`config.mk`:
```
export PLATFORM = sky130hd
export DESIGN_NAME = wb_stage_flat
export DESIGN_NICKNAME = d
export VERILOG_FILES = /design/src/rtl/wb_stage_if.sv /design/src/rtl/wb_stage.sv /design/src/flat_wrapper.sv
export SDC_FILE = /design/constraint.sdc
export NUM_CORES = 1
export LEC_CHECK = 0
export ABC_AREA = 1
export CAP_MARGIN = 30
export CELL_PAD_IN_SITES_DETAIL_PLACEMENT = 1
export CELL_PAD_IN_SITES_GLOBAL_PLACEMENT = 2
export CORE_UTILIZATION = 27
export DETAILED_ROUTE_END_ITERATION = 6
export GPL_TIMING_DRIVEN = 0
export PLACE_DENSITY_LB_ADDON = 0.1
export REMOVE_ABC_BUFFERS = 1
export SLEW_MARGIN = 40
export SYNTH_ARGS = -nofsm -noshare
export SYNTH_HDL_FRONTEND = slang
export SYNTH_SLANG_ARGS = --single-unit
```
`constraint.sdc`:
```
create_clock -name clk -period 2 [get_ports clk]
set_input_delay 0.2 -clock clk [delete_from_list [all_inputs] [get_ports clk]]
set_output_delay 0.2 -clock clk [all_outputs]
set_load 0.01 [all_outputs]
```
`src/rtl/wb_stage_if.sv`:
```
// wb_stage_if: MEM-to-WB handshake and instruction payload bundle
interface wb_stage_if;
  logic        ms_to_ws_valid;
  logic        ws_allowin;
  logic [31:0] ms_pc;
  logic [1:0]  ms_memToReg;
  logic        ms_regwrite;
  logic        ms_HI_read;
  logic        ms_LO_read;
  logic        ms_HI_write;
  logic        ms_LO_write;
  logic        ms_hilo_src;
  logic [4:0]  ms_dest;
  logic [31:0] ms_alu_result;
  logic [31:0] ms_hi_result;
  logic [31:0] ms_lo_result;
  logic        ms_is_load;
  logic [2:0]  ms_load_type;
  logic [31:0] ms_cp0_rdata;
  modport master (
    output ms_to_ws_valid, ms_pc, ms_memToReg, ms_regwrite, ms_HI_read, ms_LO_read,
           ms_HI_write, ms_LO_write, ms_hilo_src, ms_dest, ms_alu_result,
           ms_hi_result, ms_lo_result, ms_is_load, ms_load_type, ms_cp0_rdata,
    input  ws_allowin
  );
  modport slave (
    input  ms_to_ws_valid, ms_pc, ms_memToReg, ms_regwrite, ms_HI_read, ms_LO_read,
           ms_HI_write, ms_LO_write, ms_hilo_src, ms_dest, ms_alu_result,
           ms_hi_result, ms_lo_result, ms_is_load, ms_load_type, ms_cp0_rdata,
    output ws_allowin
  );
endinterface

```
`src/rtl/wb_stage.sv`:
```
// wb_stage: MIPS write-back stage owning HI/LO, load alignment and GPR write port
module wb_stage (
  input  logic        clk,
  input  logic        resetn,
  wb_stage_if.slave   ms,
  input  logic [31:0] data_sram_rdata,
  output logic        rf_we,
  output logic [4:0]  rf_waddr,
  output logic [31:0] rf_wdata,
  output logic [31:0] hi_value,
  output logic [31:0] lo_value,
  output logic [31:0] debug_wb_pc,
  output logic [3:0]  debug_wb_rf_wen,
  output logic [4:0]  debug_wb_rf_wnum,
  output logic [31:0] debug_wb_rf_wdata
);
  logic        valid_q;
  logic [31:0] pc_q;
  logic [1:0]  mem_to_reg_q;
  logic        regwrite_q;
  logic        hi_read_q;
  logic        hi_write_q;
  logic        lo_write_q;
  logic        hilo_src_q;
  logic [4:0]  dest_q;
  logic [31:0] alu_q;
  logic [31:0] hi_res_q;
  logic [31:0] lo_res_q;
  logic        is_load_q;
  logic [2:0]  load_type_q;
  logic [31:0] cp0_q;
  logic [31:0] hi_q;
  logic [31:0] lo_q;
  logic [7:0]  byte_sel;
  logic [15:0] half_sel;
  logic [31:0] load_data;
  logic [31:0] wdata;

  // WB never stalls, so it always accepts whatever MEM offers
  assign ms.ws_allowin = 1'b1;

  // Stage register: capture the MEM payload; a bubble only drops valid
  always_ff @(posedge clk or negedge resetn) begin
    if (!resetn) begin
      valid_q      <= 1'b0;
      pc_q         <= 32'd0;
      mem_to_reg_q <= 2'd0;
      regwrite_q   <= 1'b0;
      hi_read_q    <= 1'b0;
      hi_write_q   <= 1'b0;
      lo_write_q   <= 1'b0;
      hilo_src_q   <= 1'b0;
      dest_q       <= 5'd0;
      alu_q        <= 32'd0;
      hi_res_q     <= 32'd0;
      lo_res_q     <= 32'd0;
      is_load_q    <= 1'b0;
      load_type_q  <= 3'd0;
      cp0_q        <= 32'd0;
    end else begin
      valid_q <= ms.ms_to_ws_valid;
      if (ms.ms_to_ws_valid) begin
        pc_q         <= ms.ms_pc;
        mem_to_reg_q <= ms.ms_memToReg;
        regwrite_q   <= ms.ms_regwrite;
        hi_read_q    <= ms.ms_HI_read;
        hi_write_q   <= ms.ms_HI_write;
        lo_write_q   <= ms.ms_LO_write;
        hilo_src_q   <= ms.ms_hilo_src;
        dest_q       <= ms.ms_dest;
        alu_q        <= ms.ms_alu_result;
        hi_res_q     <= ms.ms_hi_result;
        lo_res_q     <= ms.ms_lo_result;
        is_load_q    <= ms.ms_is_load;
        load_type_q  <= ms.ms_load_type;
        cp0_q        <= ms.ms_cp0_rdata;
      end
    end
  end

  // HI/LO commit at the end of the WB cycle so a following MFHI/MFLO sees the new value
  always_ff @(posedge clk or negedge resetn) begin
    if (!resetn) begin
      hi_q <= 32'd0;
      lo_q <= 32'd0;
    end else begin
      if (valid_q && hi_write_q) hi_q <= hilo_src_q ? hi_res_q : alu_q;
      if (valid_q && lo_write_q) lo_q <= hilo_src_q ? lo_res_q : alu_q;
    end
  end

  // Little-endian load extraction and write-back source selection
  always_comb begin
    byte_sel  = alu_q[1] ? (alu_q[0] ? data_sram_rdata[31:24] : data_sram_rdata[23:16])
                         : (alu_q[0] ? data_sram_rdata[15:8]  : data_sram_rdata[7:0]);
    half_sel  = alu_q[1] ? data_sram_rdata[31:16] : data_sram_rdata[15:0];
    load_data = (load_type_q == 3'b001) ? {{24{byte_sel[7]}}, byte_sel} :
                (load_type_q == 3'b010) ? {24'd0, byte_sel} :
                (load_type_q == 3'b011) ? {{16{half_sel[15]}}, half_sel} :
                (load_type_q == 3'b100) ? {16'd0, half_sel} : data_sram_rdata;
    wdata     = (mem_to_reg_q == 2'b00) ? (is_load_q ? load_data : alu_q) :
                (mem_to_reg_q == 2'b01) ? (hi_read_q ? hi_q : lo_q) :
                (mem_to_reg_q == 2'b10) ? pc_q + 32'd8 : cp0_q;
  end

  assign rf_we             = valid_q && regwrite_q && (dest_q != 5'd0);
  assign rf_waddr          = dest_q;
  assign rf_wdata          = wdata;
  assign hi_value          = hi_q;
  assign lo_value          = lo_q;
  assign debug_wb_pc       = pc_q;
  assign debug_wb_rf_wen   = {4{rf_we}};
  assign debug_wb_rf_wnum  = rf_waddr;
  assign debug_wb_rf_wdata = rf_wdata;
endmodule

```
`src/flat_wrapper.sv`:
```
// flat-port wrapper written by rule: the top's interface ports become plain ports
module wb_stage_flat 
  (clk, resetn, data_sram_rdata, rf_we, rf_waddr, rf_wdata, hi_value, lo_value, debug_wb_pc, debug_wb_rf_wen, debug_wb_rf_wnum, debug_wb_rf_wdata, ms_ms_to_ws_valid, ms_ms_pc, ms_ms_memToReg, ms_ms_regwrite, ms_ms_HI_read, ms_ms_LO_read, ms_ms_HI_write, ms_ms_LO_write, ms_ms_hilo_src, ms_ms_dest, ms_ms_alu_result, ms_ms_hi_result, ms_ms_lo_result, ms_ms_is_load, ms_ms_load_type, ms_ms_cp0_rdata, ms_ws_allowin);
  wb_stage_if ms_i ();
  input  logic clk;
  input  logic resetn;
  input  logic [31:0] data_sram_rdata;
  output logic rf_we;
  output logic [4:0] rf_waddr;
  output logic [31:0] rf_wdata;
  output logic [31:0] hi_value;
  output logic [31:0] lo_value;
  output logic [31:0] debug_wb_pc;
  output logic [3:0] debug_wb_rf_wen;
  output logic [4:0] debug_wb_rf_wnum;
  output logic [31:0] debug_wb_rf_wdata;
  input wire logic [$bits(ms_i.ms_to_ws_valid)-1:0] ms_ms_to_ws_valid;
  input wire logic [$bits(ms_i.ms_pc)-1:0] ms_ms_pc;
  input wire logic [$bits(ms_i.ms_memToReg)-1:0] ms_ms_memToReg;
  input wire logic [$bits(ms_i.ms_regwrite)-1:0] ms_ms_regwrite;
  input wire logic [$bits(ms_i.ms_HI_read)-1:0] ms_ms_HI_read;
  input wire logic [$bits(ms_i.ms_LO_read)-1:0] ms_ms_LO_read;
  input wire logic [$bits(ms_i.ms_HI_write)-1:0] ms_ms_HI_write;
  input wire logic [$bits(ms_i.ms_LO_write)-1:0] ms_ms_LO_write;
  input wire logic [$bits(ms_i.ms_hilo_src)-1:0] ms_ms_hilo_src;
  input wire logic [$bits(ms_i.ms_dest)-1:0] ms_ms_dest;
  input wire logic [$bits(ms_i.ms_alu_result)-1:0] ms_ms_alu_result;
  input wire logic [$bits(ms_i.ms_hi_result)-1:0] ms_ms_hi_result;
  input wire logic [$bits(ms_i.ms_lo_result)-1:0] ms_ms_lo_result;
  input wire logic [$bits(ms_i.ms_is_load)-1:0] ms_ms_is_load;
  input wire logic [$bits(ms_i.ms_load_type)-1:0] ms_ms_load_type;
  input wire logic [$bits(ms_i.ms_cp0_rdata)-1:0] ms_ms_cp0_rdata;
  output wire logic [$bits(ms_i.ws_allowin)-1:0] ms_ws_allowin;
  assign ms_i.ms_to_ws_valid = ms_ms_to_ws_valid;
  assign ms_i.ms_pc = ms_ms_pc;
  assign ms_i.ms_memToReg = ms_ms_memToReg;
  assign ms_i.ms_regwrite = ms_ms_regwrite;
  assign ms_i.ms_HI_read = ms_ms_HI_read;
  assign ms_i.ms_LO_read = ms_ms_LO_read;
  assign ms_i.ms_HI_write = ms_ms_HI_write;
  assign ms_i.ms_LO_write = ms_ms_LO_write;
  assign ms_i.ms_hilo_src = ms_ms_hilo_src;
  assign ms_i.ms_dest = ms_ms_dest;
  assign ms_i.ms_alu_result = ms_ms_alu_result;
  assign ms_i.ms_hi_result = ms_ms_hi_result;
  assign ms_i.ms_lo_result = ms_ms_lo_result;
  assign ms_i.ms_is_load = ms_ms_is_load;
  assign ms_i.ms_load_type = ms_ms_load_type;
  assign ms_i.ms_cp0_rdata = ms_ms_cp0_rdata;
  assign ms_ws_allowin = ms_i.ws_allowin;
  wb_stage u_core (.clk(clk), .resetn(resetn), .ms(ms_i), .data_sram_rdata(data_sram_rdata), .rf_we(rf_we), .rf_waddr(rf_waddr), .rf_wdata(rf_wdata), .hi_value(hi_value), .lo_value(lo_value), .debug_wb_pc(debug_wb_pc), .debug_wb_rf_wen(debug_wb_rf_wen), .debug_wb_rf_wnum(debug_wb_rf_wnum), .debug_wb_rf_wdata(debug_wb_rf_wdata));
endmodule
```
==> qor.csv, run 1 <==
metric,value,unit
outcome,"finished, violations left",
violations,"DRC, setup timing",
p_switching,5980,uW
htreeDepth,1,
cts_tree,yes,
synth_cell_types,38,
post_drt_via_cell_ratio,4.921,
dr.pass1.iters,7,
clk_pin_slew,0.06,ns
core.rowCount,79,
die_h,220.2,um
combPwrFrac,0.350,
nets,2309,
rsz0062_at_grt,yes,
power_frac_seq,0.335,
drtIter0Drc,595,
ant_nets,0,
drt-wirelength-per-cell,23.28,um
root_buffer,clkbuf_16,
timing_hold_violations_final,0,
swShare,0.3330,
ir_worst_vdd,594.5,uV
synth-seq-cells,241,
power.share.clock,0.315,
startpoint_type,register,
fp.dieW,220.2,um
fin_skew,0.02313,ns
grt_pass1_vias,14020,
worstPathRequired,1.80,ns
dieArea,0.04850,mm^2
grt_max_degree,92,
worstPathArrival,2.43,ns
cp_max_fo,4,
start_util,0.2750,
dpl.hpwl,41.38,mm
placed_cells,2471,
post_layout_nonfiller_instances,2725,
clk_latency,0.58,ns
syn_area,0.01286,mm^2
wirelength,63.45,mm
power_density,829.9,mW/mm^2
drc,18,
drive_gt1_frac,0.3300,
stdcell_area,0.02164,mm^2
p_int,11980,uW
cap_violations,0,
worstSetupPathType,register to primary output,
slew_headroom,0.5084,
min_period,2.629,ns
numCtsBuffers,30,
cp-end-kind,primary output,
gp_congestion,0.8175,
syn_area_per_cell,8.041,um^2
grt_overflow,0,
ios,388,
ys_warn_count,0,
finalCritPeriodShare,1.315,
placed_cell_area,0.01703,mm^2
fin_ws,-0.6291,ns
worst_pin_slew,0.7363,ns
grt.total_usage,0.2568,
antenna_found_initial,8,
finalSetupViolations,64,
clockBufferDepth,3,
grt_pass1_wl,91.78,mm
vias,13410,
ys_seq_area_frac,0.4691,
slew_viol_final,0,
port_buffers,385,
max_freq,380.4,MHz
cts_sinks,241,
leakagePower,0.009345,uW
core-area,0.04675,mm^2
synthCells,1599,
hold_class,input pin to asynchronous set/reset pin,
syn_to_final_growth,68.30,%
power groups by stage:
stage                     Combinational, uW  Sequential, uW  Clock, uW
after floorplan                        1670            6130          0
after global routing                   6750            6100       6010
final                                  6290            6020       5650
after CTS                              5830            6000       5830
after global placement                 4700            6130          0
after detailed placement               4720            6110          0
registers in the layout, indices dropped and copies added, names as in the netlist, 2 cells and up:
signal,count
u_core.lo_res_q,32
u_core.hi_res_q,32
u_core.alu_q,32
u_core.debug_wb_rf_wnum,5
u_core.debug_wb_pc,32
u_core.load_type_q,3
u_core.mem_to_reg_q,2
u_core.cp0_q,32
u_core.lo_value,32
u_core.hi_value,32
logic make-up after synthesis:
logic type,share of synthesized area
other,0.0002917
muxes,0.06306
AOI/OAI and AO/OA,0.1887
DFF,0.4691
and+or+nand+nor,0.1647
xor gates and xnor gates,0.002725
adders and majority gates,0.0009730
buffers and inverters,0.1105
worst paths after layout:
path | end | startpoint | depth (start not counted) | slack (ns)
worst max-delay path | rf_wdata[8] | u_core.mem_to_reg_q[0] | 8 | -0.63
worst min-delay path | u_core.alu_q[6] | resetn | 2 | 0.14
worst max register to register | u_core.hi_value[16] | u_core.valid_q | 5 | 0.11
worst min register to register | u_core.hi_res_q[25] | u_core.hi_res_q[25] | 1 | 0.51
max in group asynchronous | u_core.alu_q[1] | resetn | 4 | 0.68
min in group clk | u_core.debug_wb_pc[6] | ms_ms_pc[6] | 3 | 0.18
cells in the mapped netlist:
cell	instances	share of area
nand3_2	2	0.0016
o311ai_0	1	0.00068
nor2_2	2	0.00097
buf_2	35	0.014
o21bai_1	1	0.00058
clkbuf_1	39	0.011
a22oi_1	12	0.0070
nor2_1	97	0.028
o211ai_1	19	0.011
dfrtp_1	241	0.47
mux2_2	72	0.063
o21ai_1	22	0.0086
ha_1	1	0.00097
a21oi_1	173	0.067
a21oi_2	2	0.0014
buf_6	7	0.0061
nor3_1	3	0.0012
inv_1	164	0.048
buf_4	46	0.027
o21ai_2	1	0.00068
o22ai_1	1	0.00049
inv_2	12	0.0035
nand3_1	42	0.016
nand2_4	3	0.0026
a221oi_1	3	0.0020
nand3_4	1	0.0014
o21ai_0	205	0.080
buf_1	4	0.0012
nand2_1	346	0.10
a211oi_1	1	0.00058
nand3b_1	1	0.00058
a31oi_1	16	0.0078
xor2_1	4	0.0027
nor2_4	5	0.0044
o221ai_1	1	0.00068
nand2_2	8	0.0039
conb_1	1	0.00029
nand4_1	5	0.0024
through the flow:
stage               hold slack [ns]  setup TNS (ns)  total power (uW)  setup WS (ns)  utilization
global placement             0.4865        -4197.81             10830         -10.93       0.3574
global route                 0.1678          -39.58             18860        -0.7162       0.4628
floorplan                  -0.09559          -15.14              7806        -0.3297            -
CTS                          0.1317          -33.07             17660        -0.6512       0.4392
finish                       0.1441          -33.82             17960        -0.6291       0.4628
detailed placement           0.1588          -80.12             10840         -1.680       0.3641
area by class of cell:
cell class / count / area, um^2
Fill cell: 5402 / 25120
Antenna cell: 3 / 7.507
Sequential cell: 241 / 6075
Timing Repair Buffer: 588 / 6052
Inverter: 176 / 783.3
Multi-Input combinational cell: 1057 / 6942
Timing Repair inverter: 2 / 16.27
Clock buffer: 45 / 898.4
Clock inverter: 6 / 105.1
Tap cell: 607 / 759.5
timing repair:
action,in CTS,in global routing
pin swaps,96,84
gates resized for setup,655,210
buffers inserted,149,46
endpoints found under the setup margin,69,72
hold buffers,2,0
hold endpoints to repair,107,0
gates cloned,6,2
cells in the final DEF, fill, tap and decap left out, drive strengths merged, types with 2 or more instances in the layout:
| cell | count |
|---|---|
| nand2 | 363 |
| clkdlybuf4s50 | 310 |
| buf | 271 |
| dfrtp | 241 |
| o21ai | 228 |
| a21oi | 175 |
| inv | 170 |
| nor2 | 104 |
| mux2 | 72 |
| clkbuf | 46 |
| nand3 | 45 |
| o211ai | 19 |
| a31oi | 16 |
| a22oi | 12 |
| clkinv | 6 |
| clkinvlp | 5 |
| nand4 | 5 |
| xor2 | 4 |
| diode | 3 |
| bufinv | 3 |
| nor3 | 3 |
| a221oi | 3 |
| dlygate4sd3 | 2 |
| dlymetal6s2s | 2 |
worst max-delay path, stage by stage (launching register included):
cell	delay, ns
dfrtp_4	0.49
inv_8	0.05
nand2_8	0.09
clkinvlp_4	0.14
o211ai_1	0.62
o21ai_1	0.14
nand2_1	0.11
nand2_2	0.07
buf_6	0.12
metal layers:
layer,wire (um),vias up,track usage,part of all wire
li1,-,6217,-,-
met1,26550,6767,0.3312,0.42
met2,31740,326,0.4444,0.50
met3,3650,90,0.05127,0.058
met4,1450,10,0.04874,0.023
met5,58,-,0,0.00091
Power figures use the tool's default switching activity.
==> run 2: changes to the inputs <==
--- a/config.mk
+++ b/config.mk
@@ -5,11 +5,10 @@
 export SDC_FILE = /design/constraint.sdc
 export NUM_CORES = 1
 export LEC_CHECK = 0
-export ABC_AREA = 1
 export CAP_MARGIN = 30
 export CELL_PAD_IN_SITES_DETAIL_PLACEMENT = 1
 export CELL_PAD_IN_SITES_GLOBAL_PLACEMENT = 2
-export CORE_UTILIZATION = 27
+export CORE_UTILIZATION = 29
 export DETAILED_ROUTE_END_ITERATION = 6
 export GPL_TIMING_DRIVEN = 0
 export PLACE_DENSITY_LB_ADDON = 0.1
==> run 2 against run 1 <==
Worst setup slack lost 0.28 ns. Sequential power grew 2%. Clock skew grew 0.0097 ns. The flow finishes with violations (setup timing). Via count shrank 20%. Critical path type unchanged. Highest routed layer unchanged.
==> qor.csv, run 2 <==
metric,value,unit,change
worstPathArrival,2.71,ns,+0.28 ns
violations,setup timing,,
syn_area_per_cell,10.76,um^2,+34%
cts_tree,yes,,
core-area,0.04204,mm^2,-10%
nets,1762,,-24%
worst_pin_slew,0.5602,ns,-0.1761 ns
post_layout_nonfiller_instances,2116,,-22%
mostFrequentLayoutCells,"clkdlybuf4s50_1 (313), dfrtp_1 (219), mux2_2 (178), a21oi_1 (139), nor2_1 (90)",,
placed_cell_area,0.01663,mm^2,-2.3%
synth_area_leaders,"dfrtp_1 (49%), mux2_2 (17%), a21oi_1 (5.9%), mux2i_1 (3.0%), nor2_1 (2.8%)",,
p_int,11440,uW,-4.5%
hold_class,input pin to asynchronous set/reset pin,,
dr.pass1.iters,4,,-3
fp.dieW,208.8,um,-5.2%
dieArea,0.04358,mm^2,-10%
fin_ws,-0.9137,ns,-0.2847 ns
grt_overflow,0,,unchanged
synth-seq-cells,241,,unchanged
gp_congestion,0.7479,,-8.5%
fin_skew,0.03285,ns,+0.009714 ns
post_drt_via_cell_ratio,5.046,,+2.5%
power_density,882.6,mW/mm^2,+6.4%
worstPathRequired,1.80,ns,about the same
max_freq,343.2,MHz,-9.8%
cts_sinks,241,,unchanged
synth_commonest_cells,"dfrtp_1 (241), mux2_2 (182), a21oi_1 (145), nor2_1 (92), nand2_1 (64)",,
ys_warn_count,0,,unchanged
startpoint_type,register,,
outcome,"finished, violations left",,
start_util,0.2949,,+0.01991
clockBufferDepth,3,,unchanged
ir_worst_vdd,491.7,uV,-17%
timing_hold_violations_final,0,,unchanged
combPwrFrac,0.312,,-0.038
finalSetupViolations,69,,+7.8%
grt_pass1_vias,11370,,-19%
syn_area,0.01240,mm^2,-3.6%
vias,10680,,-20%
finalCritPeriodShare,1.457,,+0.1423
ys_seq_area_frac,0.4864,,+0.01737
clk_pin_slew,0.07,ns,about the same
antenna_found_initial,9,,+1
placed_cells,1961,,-21%
yosysMostFrequentCell,dfrtp_1,,
cp_max_fo,8,,+4
netlist.top_cell.by_area,dfrtp_1,,
slew_viol_final,0,,unchanged
drc,0,,-18
grt_pass1_wl,75.58,mm,-18%
grt.total_usage,0.2334,,-0.02338
grt_max_degree,69,,-25%
drtIter0Drc,460,,-23%
syn_to_final_growth,53.17,%,
drive_gt1_frac,0.3344,,+0.004371
port_buffers,385,,unchanged
synthFlopType,dfrtp_1,,
swShare,0.3174,,-0.01559
synth_top_area_share,0.4864,,+0.01737
die_h,208.8,um,-5.2%
power.share.clock,0.321,,+0.006
numCtsBuffers,29,,-3.3%
cp-end-kind,primary output,,
synth_edf_count,0,,unchanged
p_switching,5321,uW,-11%
stdcell_area,0.01899,mm^2,-12%
cap_violations,0,,unchanged
ios,388,,unchanged
slew_headroom,0.6252,,+0.1167
drt-wirelength-per-cell,24.11,um,+3.5%
rsz0062_at_grt,yes,,
htreeDepth,1,,unchanged
fin_setup_tns,-54.09,ns,-20.28 ns
power_frac_seq,0.367,,+0.032
synthCells,1152,,-28%
core.rowCount,75,,-5.1%
dpl.hpwl,34.86,mm,-16%
clk_latency,0.59,ns,about the same
leakagePower,0.007632,uW,-18%
synthArstFlopShare,1.000,,unchanged
wirelength,51.02,mm,-20%
worstSetupPathType,register to primary output,,
ant_nets,0,,unchanged
fillers,4536,,-16%
synth_cell_types,51,,+34%
layout_commonest_cell,clkdlybuf4s50_1,,
min_period,2.914,ns,+0.2847 ns
root_buffer,clkbuf_16,,
hold_ws,0.03661,ns,-0.1075 ns
[run 2: power by group through the flow]
stage          combinational, uW  clock [uW]  sequential (uW)
2_1_floorplan               1760           0             6310
6_report                    5230        5380             6160
3_3_place_gp                4600           0             6400
4_1_cts                     5130        5510             6160
3_5_place_dp                4670           0             6340
5_1_grt                     5620        5700             6260
[run 2: logic make-up after synthesis]
kind of cell,Yosys count,synth area share
xor+xnor,26,0.01837
compound gates,266,0.1310
fa+ha+maj,1,0.001009
mux,227,0.2097
buf+inv,140,0.05702
other cells,1,0.0003025
simple gates,250,0.09618
flops,241,0.4864
[run 2: metal layers]
layer  GRT usage  wire length [um]  share of wire  up-vias
met5           0                58         0.0011        -
li1            -                 -              -     4927
met4     0.05096               947          0.019        8
met1      0.3114             22850           0.45     5438
met2      0.3852             24530           0.48      248
met3     0.05230              2632          0.052       57
[run 2: cell type report]
type	instances	area, um^2	area share
Tap cell	539	674.4	0.03551
Clock buffer	45	855.8	0.04507
Timing Repair Buffer	493	4788	0.2521
Inverter	11	65.06	0.003426
Clock inverter	7	102.6	0.005403
Sequential cell	241	6078	0.3201
Antenna cell	7	17.52	0.0009224
Multi-Input combinational cell	773	6409	0.3375
[run 2: repair_timing]
item / CTS / global route
pin swaps: 55 / 31
endpoints found under the setup margin: 70 / 69
hold buffers: 1 / 0
buffers inserted: 83 / 12
resized for setup: 386 / 47
gates cloned: 2 / 1
endpoints found under the hold margin: 124 / 0
[run 2: final timing paths]
kind / startpoint / endpoint / slack, ns / cells after the start
max: u_core.load_type_q[0] / rf_wdata[5] / -0.91 / 7
min: resetn / u_core.hi_res_q[12] / 0.04 / 2
max reg2reg: u_core.valid_q / u_core.hi_value[2] / 0.61 / 4
min reg2reg: u_core.cp0_q[8] / u_core.cp0_q[8] / 0.51 / 1
max in group asynchronous: resetn / u_core.cp0_q[20] / 0.96 / 4
min in group clk: ms_ms_to_ws_valid / u_core.debug_wb_pc[27] / 0.09 / 3
[run 2: through the flow]
stage	power [uW]	utilization	worst slack, ns
final	16760	0.4517	-0.9137
after global routing	17580	0.4515	-0.9899
after CTS	16800	0.4433	-0.9174
after detailed placement	11020	0.3956	-1.663
after global placement	11000	0.3868	-10.77
after floorplan	8061	-	-0.7395
[run 2: critical path, cell delays in order (launching register included)]
cell and delay [ns]:
dfrtp_2 0.49, o21ai_2 0.18, nand3b_1 0.20, buf_4 0.20
mux2_4 0.31, a2111oi_4 0.43, o31ai_2 0.13, buf_2 0.16
==> run 3: changes to the inputs <==
==> constraint.sdc (replaced) <==
create_clock -name clk -period 2.84 [get_ports clk]
set_input_delay 0.284 -clock clk [delete_from_list [all_inputs] [get_ports clk]]
set_output_delay 0.284 -clock clk [all_outputs]
set_load 0.01 [all_outputs]
==> run 3 against run 2 <==
Sequential cell count unchanged. Final cell count increased by 0.19%. Combinational power decreased by 29%. First-iteration DRC count decreased by 0.22%. Critical path type unchanged. Register-to-register slack improved by 0.86 ns. Clock skew decreased by 0.0040 ns. Hold slack improved by 0.082 ns. The run still ends with setup timing left. Core utilization decreased by 0.077 points.
==> qor.csv, run 3 (synthesis gave the netlist of run 2 again) <==
metric,value,unit,change
gp_congestion,0.7479,,unchanged
violations,setup timing,,
rsz0062_at_grt,yes,,
start_util,0.2949,,unchanged
outcome,"finished, violations left",,
mostFrequentLayoutCells,"clkdlybuf4s50_1 (319), dfrtp_1 (221), mux2_2 (178), a21oi_1 (139), nor2_1 (90)",,
antenna_found_initial,9,,unchanged
vias,10700,,+0.22%
power.total,11840,uW,-29%
finalSetupViolations,56,,-19%
finalCritPeriodShare,1.063,,
layout_commonest_cell,clkdlybuf4s50_1,,
worstPathArrival,2.74,ns,+0.03 ns
fp.dieW,208.8,um,unchanged
grt_pass1_vias,11400,,+0.26%
root_buffer,clkbuf_16,,
cp-end-kind,primary output,,
ios,388,,unchanged
cp_max_fo,6,,-2
port_buffers,385,,unchanged
slowest_delay,0.48,ns,about the same
leakagePower,0.007611,uW,-0.27%
clk_latency,0.59,ns,about the same
clockBufferDepth,3,,unchanged
core-area,0.04204,mm^2,unchanged
fillers,4551,,+0.33%
core.rowCount,75,,unchanged
dpl_worst_slack,-0.9068,ns,+0.7560 ns
rrSetupSlack,1.47,ns,+0.86 ns
post_drt_via_cell_ratio,5.048,,about the same
cts_sinks,241,,unchanged
cts_tree,yes,,
dpl.hpwl,34.86,mm,unchanged
hold_ws,0.1186,ns,+0.08200 ns
slew_headroom,0.6246,,about the same
nets,1766,,+0.23%
grt_max_degree,69,,unchanged
min_period,3.019,ns,
fin_skew,0.02885,ns,-0.003992 ns
met1_usage,0.3143,,+0.002941
power_density,624.7,mW/mm^2,-29%
crit_slowest_cell,dfrtp_2,,
startpoint_type,register,,
crit_family,compound AO/OA/AOI/OAI gates,,
ir_worst_vdd,345.3,uV,-30%
drc,0,,unchanged
slew_viol_final,0,,unchanged
grtUsageMet3,0.04899,,-0.003306
max_freq,331.2,MHz,
seqCellArea,0.006076,mm^2,about the same
die_h,208.8,um,unchanged
crit_chain,o21ai_2 > nand3b_1 > buf_4 > mux2_4 > a2111oi_4 > o31ai_2 > buf_2,,
grt.busiest_layer,met2,,
cp_num_buf_inv,2,,unchanged
drtIter0Drc,459,,-0.22%
syn_to_final_growth,52.91,%,
drive_gt1_frac,0.3335,,-0.0008498
timing_hold_violations_final,0,,unchanged
grt_overflow,0,,unchanged
wirelength,51.05,mm,about the same
multi_input_area,0.006322,mm^2,-1.3%
worstSetupPathType,register to primary output,,
dr.pass1.iters,4,,unchanged
grt_use_met2,0.3816,,-0.003563
grt_pass1_wl,75.79,mm,+0.27%
cap_violations,0,,unchanged
clk_pin_slew,0.07,ns,about the same
grt.total_usage,0.2338,,+0.0004168
drt-wirelength-per-cell,24.08,um,-0.13%
fin_ws,-0.1792,ns,+0.7346 ns
worst_pin_slew,0.5597,ns,-0.0004224 ns
hold_class,input pin to asynchronous set/reset pin,,
htreeDepth,1,,unchanged
dieArea,0.04358,mm^2,unchanged
worstPathRequired,2.56,ns,+0.76 ns
numCtsBuffers,29,,unchanged
ant_nets,0,,unchanged
run 3: cell types whose count changed in the layout (fill, tap and decap cells not counted), moves of 3 or more:
cell             change
buf_4                +5
clkdlybuf4s50_1      +6
dlygate4sd2_1        -7
o221ai_4             -3
run 3: where the power goes:
group,total [uW],switching [uW],internal (uW),leakage (uW)
Clock,3790,1550,2250,0.000468
Sequential,4340,435,3910,0.00277
Combinational,3710,1770,1940,0.00437
run 3: final timing paths:
check	end	cells after the start	startpoint
hold reg to reg	u_core.cp0_q[8]	1	u_core.cp0_q[8]
max in group asynchronous	u_core.cp0_q[20]	4	resetn
setup / recovery	rf_wdata[5]	7	u_core.load_type_q[1]
setup reg to reg	u_core.lo_value[0]	5	u_core.alu_q[0]
hold / removal	u_core.hi_res_q[12]	2	resetn
min in group clk	u_core.debug_wb_pc[27]	3	ms_ms_to_ws_valid
run 3: metal layers:
layer	up-vias	wire length, um
li1	4916	-
met1	5469	22610
met2	252	24570
met3	59	2713
met4	6	1104
met5	-	43
run 3: per-stage QoR:
stage	cell area (um^2)	utilization	instances	TNS, ns
after detailed placement	16630	0.3956	1961	-38.39
after CTS	18670	0.4440	2095	-7.139
after global routing	18950	0.4508	2117	-10.31
after global placement	16260	0.3868	1947	-3564.94
after floorplan	11730	-	1023	0
final	18960	0.4510	2120	-5.757
run 3: layout make-up:
class | instances | area share
Antenna cell | 7 | 0.0009240
Clock inverter | 7 | 0.005412
Sequential cell | 241 | 0.3205
Timing Repair Buffer | 498 | 0.2553
Tap cell | 539 | 0.03557
Clock buffer | 45 | 0.04514
Multi-Input combinational cell | 772 | 0.3335
Inverter | 11 | 0.003630
run 3: what timing repair did:
item,in CTS,in global routing
endpoints found under the setup margin,64,64
hold buffers,1,0
pin swaps,43,26
endpoints found under the hold margin,124,0
cloned,1,0
setup buffers,80,20
resized for setup,382,36
